[src/rtl/mm_bus_pkg.sv]
// Shared types and helpers for the memory-mapped I/O bridge.
package mm_bus_pkg;

  typedef enum logic [1:0] {
    IDLE   = 2'd0,
    ACCESS = 2'd1,
    DONE   = 2'd2,
    ERR    = 2'd3
  } state_t;

  localparam logic [15:0] ERR_DATA_DEF = 16'hDEAD;

  // Extracts the top sel_w bits of an addr_w-wide address (zero-extended to 8 bits).
  function automatic logic [7:0] region_of(input logic [31:0] a, input int addr_w, input int sel_w);
    logic [31:0] shifted;
    logic [31:0] mask;
    shifted = a >> (addr_w - sel_w);
    mask    = (32'd1 << sel_w) - 32'd1;
    return 8'(shifted & mask);
  endfunction

endpackage

[src/rtl/mm_addr_decode.sv]
// Region field to one-hot slave select; region 0 and regions above NUM_SLV are not mapped.
module mm_addr_decode #(
  parameter int SEL_W   = 3,
  parameter int NUM_SLV = 4
) (
  input  logic [SEL_W-1:0]   region,
  output logic [NUM_SLV-1:0] sel,
  output logic               valid,
  output logic [SEL_W-1:0]   slot
);

  always_comb begin
    sel   = '0;
    valid = (region != '0) && (int'(region) <= NUM_SLV);
    slot  = region - SEL_W'(1);
    for (int i = 0; i < NUM_SLV; i++) begin
      if (valid && (region == SEL_W'(i + 1))) sel[i] = 1'b1;
    end
  end

endmodule

[src/rtl/mm_bus_bridge.sv]
// CPU external-port bridge: one slave access at a time, wait states via per-slave ready,
// timeout and unmapped-region errors reported through a sticky flag.
module mm_bus_bridge
  import mm_bus_pkg::*;
#(
  parameter int                DATA_W   = 16,
  parameter int                ADDR_W   = 16,
  parameter int                SEL_W    = 3,
  parameter int                NUM_SLV  = 4,
  parameter int                TIMEOUT  = 15,
  parameter logic [DATA_W-1:0] ERR_DATA = DATA_W'(ERR_DATA_DEF)
) (
  input  logic                      clk,
  input  logic                      rst_n,
  input  logic                      mm_re,
  input  logic                      mm_we,
  input  logic [ADDR_W-1:0]         addr,
  input  logic [DATA_W-1:0]         wdata,
  output logic [DATA_W-1:0]         rdata,
  output logic                      stall,
  output logic                      bus_err,
  output logic [SEL_W-1:0]          err_slot,
  input  logic                      err_clr,
  output logic [NUM_SLV-1:0]        s_sel,
  output logic                      s_re,
  output logic                      s_we,
  output logic [ADDR_W-1:0]         s_addr,
  output logic [DATA_W-1:0]         s_wdata,
  input  logic [NUM_SLV*DATA_W-1:0] s_rdata,
  input  logic [NUM_SLV-1:0]        s_rdy
);

  localparam int CNT_W = $clog2(TIMEOUT + 1);

  state_t             state;
  logic [CNT_W-1:0]   cnt;
  logic [SEL_W-1:0]   slot_q;
  logic [SEL_W-1:0]   cur_region;

  logic [SEL_W-1:0]   region;
  logic [NUM_SLV-1:0] dec_sel;
  logic               dec_valid;
  logic [SEL_W-1:0]   dec_slot;
  logic               req;
  logic               launch;
  logic               rdy_hit;
  logic [DATA_W-1:0]  rd_mux;
  logic               timed_out;
  logic               err_evt;
  logic [SEL_W-1:0]   err_region;

  assign region = SEL_W'(region_of(32'(addr), ADDR_W, SEL_W));

  mm_addr_decode #(
    .SEL_W   (SEL_W),
    .NUM_SLV (NUM_SLV)
  ) u_decode (
    .region (region),
    .sel    (dec_sel),
    .valid  (dec_valid),
    .slot   (dec_slot)
  );

  assign req    = (mm_re | mm_we) && (region != '0);
  assign launch = dec_valid && (mm_re ^ mm_we);
  assign stall  = (state == ACCESS) || ((state == IDLE) && req);

  // Only the latched slot's ready and data are looked at; other slaves' ready is ignored.
  always_comb begin
    rdy_hit = 1'b0;
    rd_mux  = '0;
    for (int i = 0; i < NUM_SLV; i++) begin
      if (slot_q == SEL_W'(i)) begin
        rdy_hit = s_rdy[i];
        rd_mux  = s_rdata[i*DATA_W +: DATA_W];
      end
    end
  end

  assign timed_out  = (state == ACCESS) && !rdy_hit && (cnt == CNT_W'(TIMEOUT));
  assign err_evt    = ((state == IDLE) && req && !launch) || timed_out;
  assign err_region = (state == IDLE) ? region : cur_region;

  always_ff @(posedge clk or negedge rst_n) begin
    if (!rst_n) begin
      state      <= IDLE;
      cnt        <= '0;
      slot_q     <= '0;
      cur_region <= '0;
      rdata      <= '0;
      s_sel      <= '0;
      s_re       <= 1'b0;
      s_we       <= 1'b0;
      s_addr     <= '0;
      s_wdata    <= '0;
    end else begin
      case (state)
        IDLE: begin
          rdata <= '0;
          if (req && launch) begin
            state      <= ACCESS;
            cnt        <= '0;
            slot_q     <= dec_slot;
            cur_region <= region;
            s_sel      <= dec_sel;
            s_re       <= mm_re;
            s_we       <= mm_we;
            s_addr     <= addr;
            s_wdata    <= wdata;
          end else if (req) begin
            state <= ERR;
            rdata <= ERR_DATA;
          end
        end
        ACCESS: begin
          if (rdy_hit) begin
            state <= DONE;
            rdata <= s_re ? rd_mux : '0;
            s_sel <= '0;
            s_re  <= 1'b0;
            s_we  <= 1'b0;
          end else if (timed_out) begin
            state <= ERR;
            rdata <= ERR_DATA;
            s_sel <= '0;
            s_re  <= 1'b0;
            s_we  <= 1'b0;
          end else begin
            cnt <= cnt + CNT_W'(1);
          end
        end
        DONE: begin
          state <= IDLE;
          rdata <= '0;
        end
        ERR: begin
          state <= IDLE;
          rdata <= '0;
        end
        default: begin
          state <= IDLE;
          rdata <= '0;
        end
      endcase
    end
  end

  // A clear in the same cycle as a new error is applied first, so the new error is recorded.
  always_ff @(posedge clk or negedge rst_n) begin
    if (!rst_n) begin
      bus_err  <= 1'b0;
      err_slot <= '0;
    end else if (err_evt) begin
      bus_err <= 1'b1;
      if (!bus_err || err_clr) err_slot <= err_region;
    end else if (err_clr) begin
      bus_err  <= 1'b0;
      err_slot <= '0;
    end
  end

endmodule

[config.mk]
export PLATFORM = sky130hd
export DESIGN_NAME = mm_bus_bridge
export DESIGN_NICKNAME = d
export VERILOG_FILES = /design/src/rtl/mm_bus_pkg.sv /design/src/rtl/mm_addr_decode.sv /design/src/rtl/mm_bus_bridge.sv
export SDC_FILE = /design/constraint.sdc
export NUM_CORES = 1
export LEC_CHECK = 0
export ABC_CLOCK_PERIOD_IN_PS = 3000
export CAP_MARGIN = 20
export CELL_PAD_IN_SITES_DETAIL_PLACEMENT = 1
export CELL_PAD_IN_SITES_GLOBAL_PLACEMENT = 1
export CORE_UTILIZATION = 33
export DETAILED_ROUTE_END_ITERATION = 12
export GPL_ROUTABILITY_DRIVEN = 1
export PLACE_DENSITY = 0.9
export SETUP_SLACK_MARGIN = 0.2
export SLEW_MARGIN = 10
export SYNTH_ARGS = -nofsm -noshare
export SYNTH_HDL_FRONTEND = slang
export SYNTH_SLANG_ARGS = --single-unit
[constraint.sdc]
create_clock -name clk -period 3 [get_ports clk]
set_input_delay 0.6 -clock clk [delete_from_list [all_inputs] [get_ports clk]]
set_output_delay 0.6 -clock clk [all_outputs]
set_load 0.005 [all_outputs]
==> qor.yml, run 1 <==
sta:
  setup_slack_ns: 0.354
  timing.final.crit_share_pct: 88.2
  period_needed_ns: 2.65
  fmax_mhz: 378
  setup_violations: 0
  finalHoldViolations: 0
  skew_ns: 0.0104
  slew_headroom_pct: 28.9
  worstMarginPinSlew_ns: 1.06
  rsz0062_at_grt: "false"
  report.final.slew_viol_count: 0
  holdWs_ns: 0.462
power_and_ir_drop:
  power.total_mw: 4.53
  power.density_nw_per_um2: 834
  irDropWorstVdd_mv: 0.380
  leakagePower_nw: 2.37
layout:
  register_area_um2: 1680
  layout.nets: 596
  multiInputGateArea_um2: 1610
  final_cells: 619
  final_common_cell: "clkdlybuf4s50_1"
  layout-drive-gt1-share_pct: 14.4
  fillCellCount: 1116
  fin_util_pct: 54.8
  final_cell_mix: "clkdlybuf4s50_1 (161), nand2_1 (110), dfrtp_1 (67), mux4_2 (16), clkbuf_8 (14)"
  area_delta_synth_final_pct: 58.8
  n_antenna_cell: 0
worst_setup_path:
  crit_path_frequent_cell: "ha_1"
  worst_setup_path_start_kind: "input pin"
  path_delay_family: "simple AND/OR/NAND/NOR gates"
  worstPathCellList: "clkdlybuf4s50_1 -> inv_1 -> ha_1 -> ha_1 -> a21oi_4 -> nor2_1 -> a2bb2oi_1"
  end_kind: "flop"
  crit_required_ns: 3.17
  cp_max_fo: 11
  arrival_ns: 2.82
  crit_slowest_cell: "nor2_1"
  reg2regPathDepth: 4
  crit_type: "input pin to flop"
  worst-path-buf-inv: 2
  crit_cells: 7
  slowest_delay_ns: 0.82
  rrSetupSlack_ns: 0.83
logic_synthesis:
  synth_area_um2: 3420
  synthCells: 310
  ys_seq_elements: 67
  yosysWarnings: 0
  yosysSeqAreaShare_pct: 49.0
  synth_edf_count: 0
  synth_flop_cell: "dfrtp_1"
  synthArstFlopShare_pct: 100
  ys_types: 45
  avgSynthCellArea_um2: 11.0
  synth_nets: 424
global_routing:
  grt_overflow: 0
  antenna_found_initial: 0
  grt_pass1_wl_um: 18100
  grt_pass1_vias: 3590
  grt_max_degree: 68
  grt_usage_pct: 21.5
route:
  via_per_inst: 4.97
  drt-wirelength-per-cell_um: 18.0
  antenna_left: 0
  drtIter0Drc: 125
  totalWireLength_um: 11100
  routed-via-count: 3074
  first_pass_iters: 4
  drc_errors: 0
run:
  cap_violations: 0
clock_tree:
  cts_root_buffer: "clkbuf_8"
  clock_path_buffers: 2
  postCtsHoldBufs: 0
  clk_pin_slew_worst_paths_ns: 0.08
  cts_tree: "built"
  clk-insertion-delay-late_ns: 0.34
  htree_levels: 3
  clkSinkCount: 67
  cts_made_buffers: 9
placed_design:
  dp_cells: 604
  portBuffers: 163
  hpwlAfterDp_um: 8690
  place.gp.congestion: 0.762
  place_ws_ns: -0.0319
die:
  die-area_um2: 10800
  start_util_pct: 34.5
  core_um2: 9910
  row_count: 36
  die_w_um: 104
  pin_count: 164
  die_h_um: 104
outcome:
  status: "completed"
worst_hold_path:
  min_path_type: "input pin to asynchronous set/reset pin"
logic make-up (layout without fill, tap and decap cells):
| group | count (synthesis) | after routing | synth area share (%) |
|---|---|---|---|
| and+or+nand+nor | 138 | 138 | 17.1 |
| DFF | 67 | 67 | 49.0 |
| AOI/OAI and AO/OA | 42 | 42 | 12.5 |
| buffers and inverters | 28 | 204 | 3.92 |
| muxes | 25 | 25 | 13.9 |
| adders and majority gates | 9 | 9 | 3.29 |
| xor gates and xnor gates | 1 | 1 | 0.256 |
cell usage after synthesis, drive strengths merged (2+ instances only):
library cell	number	share of area (%)
dfrtp	67	49
nand2b	2	0.37
a2bb2oi	11	4.6
nand2	110	12
mux2i	8	3.1
or2	2	0.44
o21ai	8	1.2
ha	9	3.3
buf	11	2.0
clkbuf	5	0.55
mux4	16	11
o32ai	3	0.77
inv	12	1.3
o211ai	2	0.44
o22ai	2	0.77
a21oi	4	0.92
and3	3	0.55
nand3	4	0.59
nor2	8	0.95
a22o	3	0.77
nand3b	2	0.44
a32o	5	1.5
worst paths after layout:
check / end / from
setup / recovery: rdata[15] / addr[13]
hold / removal: slot_q[1] / rst_n
setup reg to reg: rdata[15] / slot_q[1]
hold reg to reg: s_addr[10] / s_addr[10]
max in group asynchronous: s_addr[8] / rst_n
min in group clk: s_addr[10] / s_addr[10]
timing repair:
item                       CTS  global route
buffers inserted             0             0
gates resized for setup      1             3
setup endpoints to repair    1             7
layer usage:
metal	wire, um	track usage, %	vias up	part of all wire (%)
met5	0	0	-	0
met4	245	8.16	0	2.2
met3	440	4.41	23	4.0
met2	6230	41.5	88	56
met1	4220	22.8	1546	38
li1	-	-	1417	-
per-stage QoR:
step / area [um2] / TNS (ns)
floorplan: 3420 / 0
global placement: 5230 / 0
detailed placement: 5230 / -0.0849
CTS: 5430 / 0
global route: 5430 / 0
finish: 5430 / 0
state kept, by name (all words and copies together), names as in the netlist:
register,flops
err_slot,3
s_wdata,16
s_addr,16
s_we,1
s_sel,4
state,2
bus_err,1
cnt,4
slot_q,3
rdata,16
s_re,1
area by class of cell:
cell class | count | share of cell area, %
Timing Repair Buffer | 177 | 31.9
Sequential cell | 67 | 30.9
Multi-Input combinational cell | 215 | 29.7
Inverter | 12 | 0.830
Clock buffer | 14 | 3.55
Clock inverter | 1 | 0.0922
Tap cell | 133 | 3.07
power by group:
part	internal (mW)	switching, mW	leakage, nW	total (mW)
sequential	1.28	0.294	0.857	1.58
combinational	1.30	0.905	1.40	2.21
clock	0.408	0.332	0.105	0.740
Note: power is estimated with default switching activity, not from simulation.
==> run 2, diff against run 1 <==
- GPL_ROUTABILITY_DRIVEN: 1 -> 0
==> results of run 2 <==
Same layout as run 1: the final DEF is identical, and so are final timing and power.
==> patch 1, RTL diff (config.mk and constraints of run 1) <==
Put one more register stage on the output `err_slot`, with the module's reset. The value now appears one clock later. The other outputs are not delayed to match.
--- a/src/rtl/mm_bus_bridge.sv
+++ b/src/rtl/mm_bus_bridge.sv
@@ -31,6 +31,8 @@
 );
 
   localparam int CNT_W = $clog2(TIMEOUT + 1);
+
+  logic [SEL_W-1:0] err_slot_s0;
 
   state_t             state;
   logic [CNT_W-1:0]   cnt;
@@ -149,13 +151,21 @@
   always_ff @(posedge clk or negedge rst_n) begin
     if (!rst_n) begin
       bus_err  <= 1'b0;
-      err_slot <= '0;
+      err_slot_s0 <= '0;
     end else if (err_evt) begin
       bus_err <= 1'b1;
-      if (!bus_err || err_clr) err_slot <= err_region;
+      if (!bus_err || err_clr) err_slot_s0 <= err_region;
     end else if (err_clr) begin
       bus_err  <= 1'b0;
+      err_slot_s0 <= '0;
+    end
+  end
+
+  always_ff @(posedge clk or negedge rst_n) begin
+    if (!rst_n) begin
       err_slot <= '0;
+    end else begin
+      err_slot <= err_slot_s0;
     end
   end
 
Formal check against the unedited RTL: not equivalent (Yosys sat finds a counterexample within 4 cycles, from zero or initial values and one cycle with rst_n low).
==> patch 1 against run 1 <==
Total power down 0.94%. First-iteration DRC count up 20%. Register-to-register slack worse by 30 ps. Routed wire length up 0.78%. Area after synthesis down 0.37%. Clock skew up 1.4 ps. Sequential share of layout area up 1.4 points. Sequential cell count up 3. Final area down 0.12%. Setup slack better by 30 ps. Largest cell class is now registers.
==> patch 1: results (changes against run 1) <==
pwr:
  pwr-share-clk_pct: 17.7  # was 16.4%
  p_leak_nw: 2.39  # was 2.37 nW
  p_int_w: 0.00295  # was 0.00299 W
  vdd_drop_max_mv: 0.385  # was 0.380 mV
  power.density_nw_per_um2: 827  # was 834 nW/µm²
  comb_power_w: 0.00208  # was 0.00221 W
grt:
  grt_pass1_wl_um: 18600  # was 18100 µm
  grtUsageTotal_pct: 21.7  # was 21.5%
  grt_pass1_vias: 3667  # was 3590
yosys:
  ys_seq_area_share_pct: 51.4  # was 49.0%
  synth_common_cells: "nand2_1, dfrtp_1, inv_1"  # was nand2_1, dfrtp_1, mux4_2
  netlist_top_cells_area: "dfrtp_1, nand2_1, mux4_2"  # unchanged
  syn_nets: 452  # was 424
  synth.distinct_cells: 39  # was 45
timing:
  skew_ps: 11.8  # was 10.4 ps
  worst_pin_slew_ps: 949  # was 1060 ps
  holdWs_ps: 262  # was 462 ps
clock_network:
  clockBufferDepth: 2  # unchanged
  ctsRootBufferMaster: "clkbuf_8"  # unchanged
worst_hold_path:
  hold_class: "input port to asynchronous set/reset pin"  # unchanged
setup_path:
  arrival_ps: 2870  # was 2820 ps
  reg2reg_from: "state[0]$_DFFE_PN0P_"  # was slot_q[1]$_DFFE_PN0P_
  crit_start: "addr[14]"  # was addr[13]
  rrSetupSlack_ps: 800  # was 830 ps
  crit_end: "rdata[14]$_DFFE_PN0P_"  # was rdata[15]$_DFFE_PN0P_
  cp_max_fo: 11  # unchanged
  crit_family: "buffers and inverters"  # was simple AND/OR/NAND/NOR gates
  max_stage_delay_ps: 500  # was 820 ps
  slowest_stage: "clkdlybuf4s50_1"  # was nor2_1
cells_and_area:
  drive_gt1_share_pct: 10.4  # was 14.4%
  num-nets-final: 621  # was 596
place:
  port_buffers: 163  # unchanged
drt:
  drt_iter0_drc: 150  # was 125
  routed_via_density: 5.07  # was 4.97
  wl_um: 11200  # was 11100 µm
outcome:
  status: "finished, final reports clean"  # unchanged
[patch 1: cell types whose count changed in the layout (fill, tap and decap cells not counted), moves of 6 or more]
cell       change
a2bb2oi_1     +10
a2bb2oi_2     -10
inv_1          +6
mux2_2         +9
mux4_2        -10
o211ai_1       +6
o21ai_0        +6
o21ai_1        -6
[patch 1: stage by stage]
step           worst slack [ps]  std cells  instance area (µm²)
2_1_floorplan               940        338                 3410
3_3_place_gp               37.2        629                 5220
3_5_place_dp               14.2        629                 5220
4_1_cts                     257        645                 5430
5_1_grt                     272        645                 5420
6_report                    384        645                 5420
[patch 1: timing repair]
item	CTS	global route
resized for setup	1	2
endpoints found under the setup margin	1	1
hold endpoints to repair	0	0
[patch 1: worst reg2reg max path, stage by stage (launching register included)]
cell	delay, ps
dfrtp_1	470
nor2b_1	560
o221ai_1	420
o22ai_2	430
mux2i_1	260
[patch 1: logic make-up after synthesis]
family / count (synthesis) / share of synthesized area (%)
and+or+nand+nor: 138 / 16.9
muxes: 26 / 10.2
buffers and inverters: 36 / 4.78
adders and majority gates: 9 / 3.31
xor gates and xnor gates: 1 / 0.257
DFF: 70 / 51.4
AOI/OAI and AO/OA: 58 / 13.1
[patch 1: layout make-up]
type | count | share of cell area (%)
repair buffers | 176 | 31.9
multi-input cells | 232 | 27.6
clock inverters | 5 | 1.06
clock buffers | 11 | 2.79
inverters | 18 | 1.25
well taps | 133 | 3.07
flip-flops and latches | 70 | 32.3
[patch 1: per-layer routing]
layer	up-vias	share of wire, %	global-route usage (%)
li1	1502	-	-
met1	1626	41	25.8
met2	136	50	38.8
met3	4	7.7	5.98
met4	0	0.46	5.28
met5	-	0	0
==> patch 2, RTL diff (config.mk and constraints of run 1) <==
Made on the original files. `NUM_SLV` is set to 4 in 2 places; all go to 2.
--- a/src/rtl/mm_addr_decode.sv
+++ b/src/rtl/mm_addr_decode.sv
@@ -1,7 +1,7 @@
 // Region field to one-hot slave select; region 0 and regions above NUM_SLV are not mapped.
 module mm_addr_decode #(
   parameter int SEL_W   = 3,
-  parameter int NUM_SLV = 4
+  parameter int NUM_SLV = 2
 ) (
   input  logic [SEL_W-1:0]   region,
   output logic [NUM_SLV-1:0] sel,
--- a/src/rtl/mm_bus_bridge.sv
+++ b/src/rtl/mm_bus_bridge.sv
@@ -6,7 +6,7 @@
   parameter int                DATA_W   = 16,
   parameter int                ADDR_W   = 16,
   parameter int                SEL_W    = 3,
-  parameter int                NUM_SLV  = 4,
+  parameter int                NUM_SLV  = 2,
   parameter int                TIMEOUT  = 15,
   parameter logic [DATA_W-1:0] ERR_DATA = DATA_W'(ERR_DATA_DEF)
 ) (
Ports: changed (resized s_rdata, s_rdy and s_sel); port bits go from 164 to 128. The function was not compared with the original's and may differ.
==> patch 2 against run 1 <==
Final area is 14% lower. Non-clock buffer count is 37 lower. Sequential cell count is 2 lower. Worst hold slack worse by 110 ps. Setup slack worse by 77 ps. Total power is 12% lower. Combinational power is 19% lower. Routed wire length is 24% lower. Area after synthesis is 13% lower. Die area is 12% lower. Final cell count is 11% lower. Critical path type is now input port to primary output. Largest cell class is now registers. Largest power group unchanged.
==> patch 2: results (changes against run 1) <==
outcome:
  status: "finished, final reports clean"  # unchanged
clock_network:
  ctsRootBufferMaster: "clkbuf_8"  # unchanged
  insertion_delay_ps: 320  # was 340 ps
place:
  port_buffers: 127  # was 163
  dp.cells: 538  # was 604
  hpwl_um: 6520  # was 8690 µm
  gp_congestion: 0.864  # was 0.762
  place_area_um2: 4440  # was 5230 µm²
yosys:
  muxShareOfSynthArea_pct: 8.13  # was 13.9%
  synth-xor-area-share_pct: 0  # was 0.256%
  syn_nets: 380  # was 424
  synthFlopType: "dfrtp_1"  # unchanged
  netlist_top_cells_area: "dfrtp_1, nand2_1, mux2_2"  # was dfrtp_1, nand2_1, mux4_2
  yosys.area_share.adder_pct: 2.51  # was 3.29%
  synth_common_cells: "nand2_1, dfrtp_1, nor2_1"  # was nand2_1, dfrtp_1, mux4_2
  synth-compound-area-share_pct: 10.7  # was 12.5%
  ys_seq_area_share_pct: 54.5  # was 49.0%
  synth.distinct_cells: 39  # was 45
  syn_inst: 303  # was 310
drt:
  num_vias: 2651  # was 3074
  drt_iter0_drc: 57  # was 125
  avgRoutedWirePerCell_um: 15.3  # was 18.0 µm
timing:
  slew_headroom_pct: 49.0  # was 28.9%
  skew_ps: 12.0  # was 10.4 ps
grt:
  grt_max_degree: 37  # was 68
  grt_pass1_wl_um: 14200  # was 18100 µm
  grt_pass1_vias: 2925  # was 3590
cells_and_area:
  fin_cells: 554  # was 619
  drive_gt1_share_pct: 15.7  # was 14.4%
  num-nets-final: 518  # was 596
setup_path:
  crit_family: "buffers and inverters"  # was simple AND/OR/NAND/NOR gates
  cp_max_fo: 2  # was 11
  crit_start: "mm_re"  # was addr[13]
  slowest_stage: "or4_4"  # was nor2_1
  arrival_ps: 2120  # was 2820 ps
  max_stage_delay_ps: 540  # was 820 ps
  reg2reg_from: "state[0]$_DFFE_PN0P_"  # was slot_q[1]$_DFFE_PN0P_
pwr:
  p_sw_w: 0.00133  # was 0.00153 W
  vdd_drop_max_mv: 0.334  # was 0.380 mV
patch 2: power by group through the flow:
stage                     combinational, W  sequential (W)  clock, W
after floorplan                   0.000837         0.00149         0
after detailed placement           0.00182         0.00151         0
after global placement             0.00174         0.00148         0
after global routing               0.00196         0.00154  0.000767
after CTS                          0.00183         0.00150  0.000727
final                              0.00179         0.00149  0.000708
patch 2: cell type report:
cell class | count | area, µm²
Inverter | 8 | 30.0
Timing Repair Buffer | 140 | 1390
Clock buffer | 11 | 131
Fill cell | 983 | 4080
Tap cell | 108 | 135
Multi-Input combinational cell | 217 | 1270
Sequential cell | 65 | 1630
Clock inverter | 5 | 56.3
patch 2: final timing paths:
kind / endpoint / slack [ps] / cells past startpoint
worst max-delay path: stall / 280 / 6
worst min-delay path: rdata[11]$_DFFE_PN0P_ / 350 / 1
worst max register to register: rdata[6]$_DFFE_PN0P_ / 1160 / 4
worst min register to register: s_addr[3]$_DFFE_PN0P_ / 480 / 2
max in group asynchronous: slot_q[1]$_DFFE_PN0P_ / 2000 / 2
min in group clk: s_addr[3]$_DFFE_PN0P_ / 480 / 2
patch 2: repair_timing:
item | CTS | global route
endpoints found under the hold margin | 0 | 0
endpoints found under the setup margin | 1 | 1
resized for setup | 7 | 3
pin swaps | 2 | 0
patch 2: stage by stage:
step	setup WS [ps]	setup TNS [ps]	utilization (%)	total power, W
2_1_floorplan	698	0	-	0.00232
3_3_place_gp	-231	-231	50.9	0.00322
3_5_place_dp	-298	-298	50.9	0.00333
4_1_cts	213	0	53.2	0.00405
5_1_grt	223	0	53.2	0.00427
6_report	277	0	53.2	0.00399
patch 2: layer usage:
layer  global-route usage, %  up-vias  wire, µm
met3                    3.67        6       383
met1                    22.7     1299      3630
met5                       0        -         0
li1                        -     1275         -
met4                    4.48        0        52
met2                    33.7       71      4430
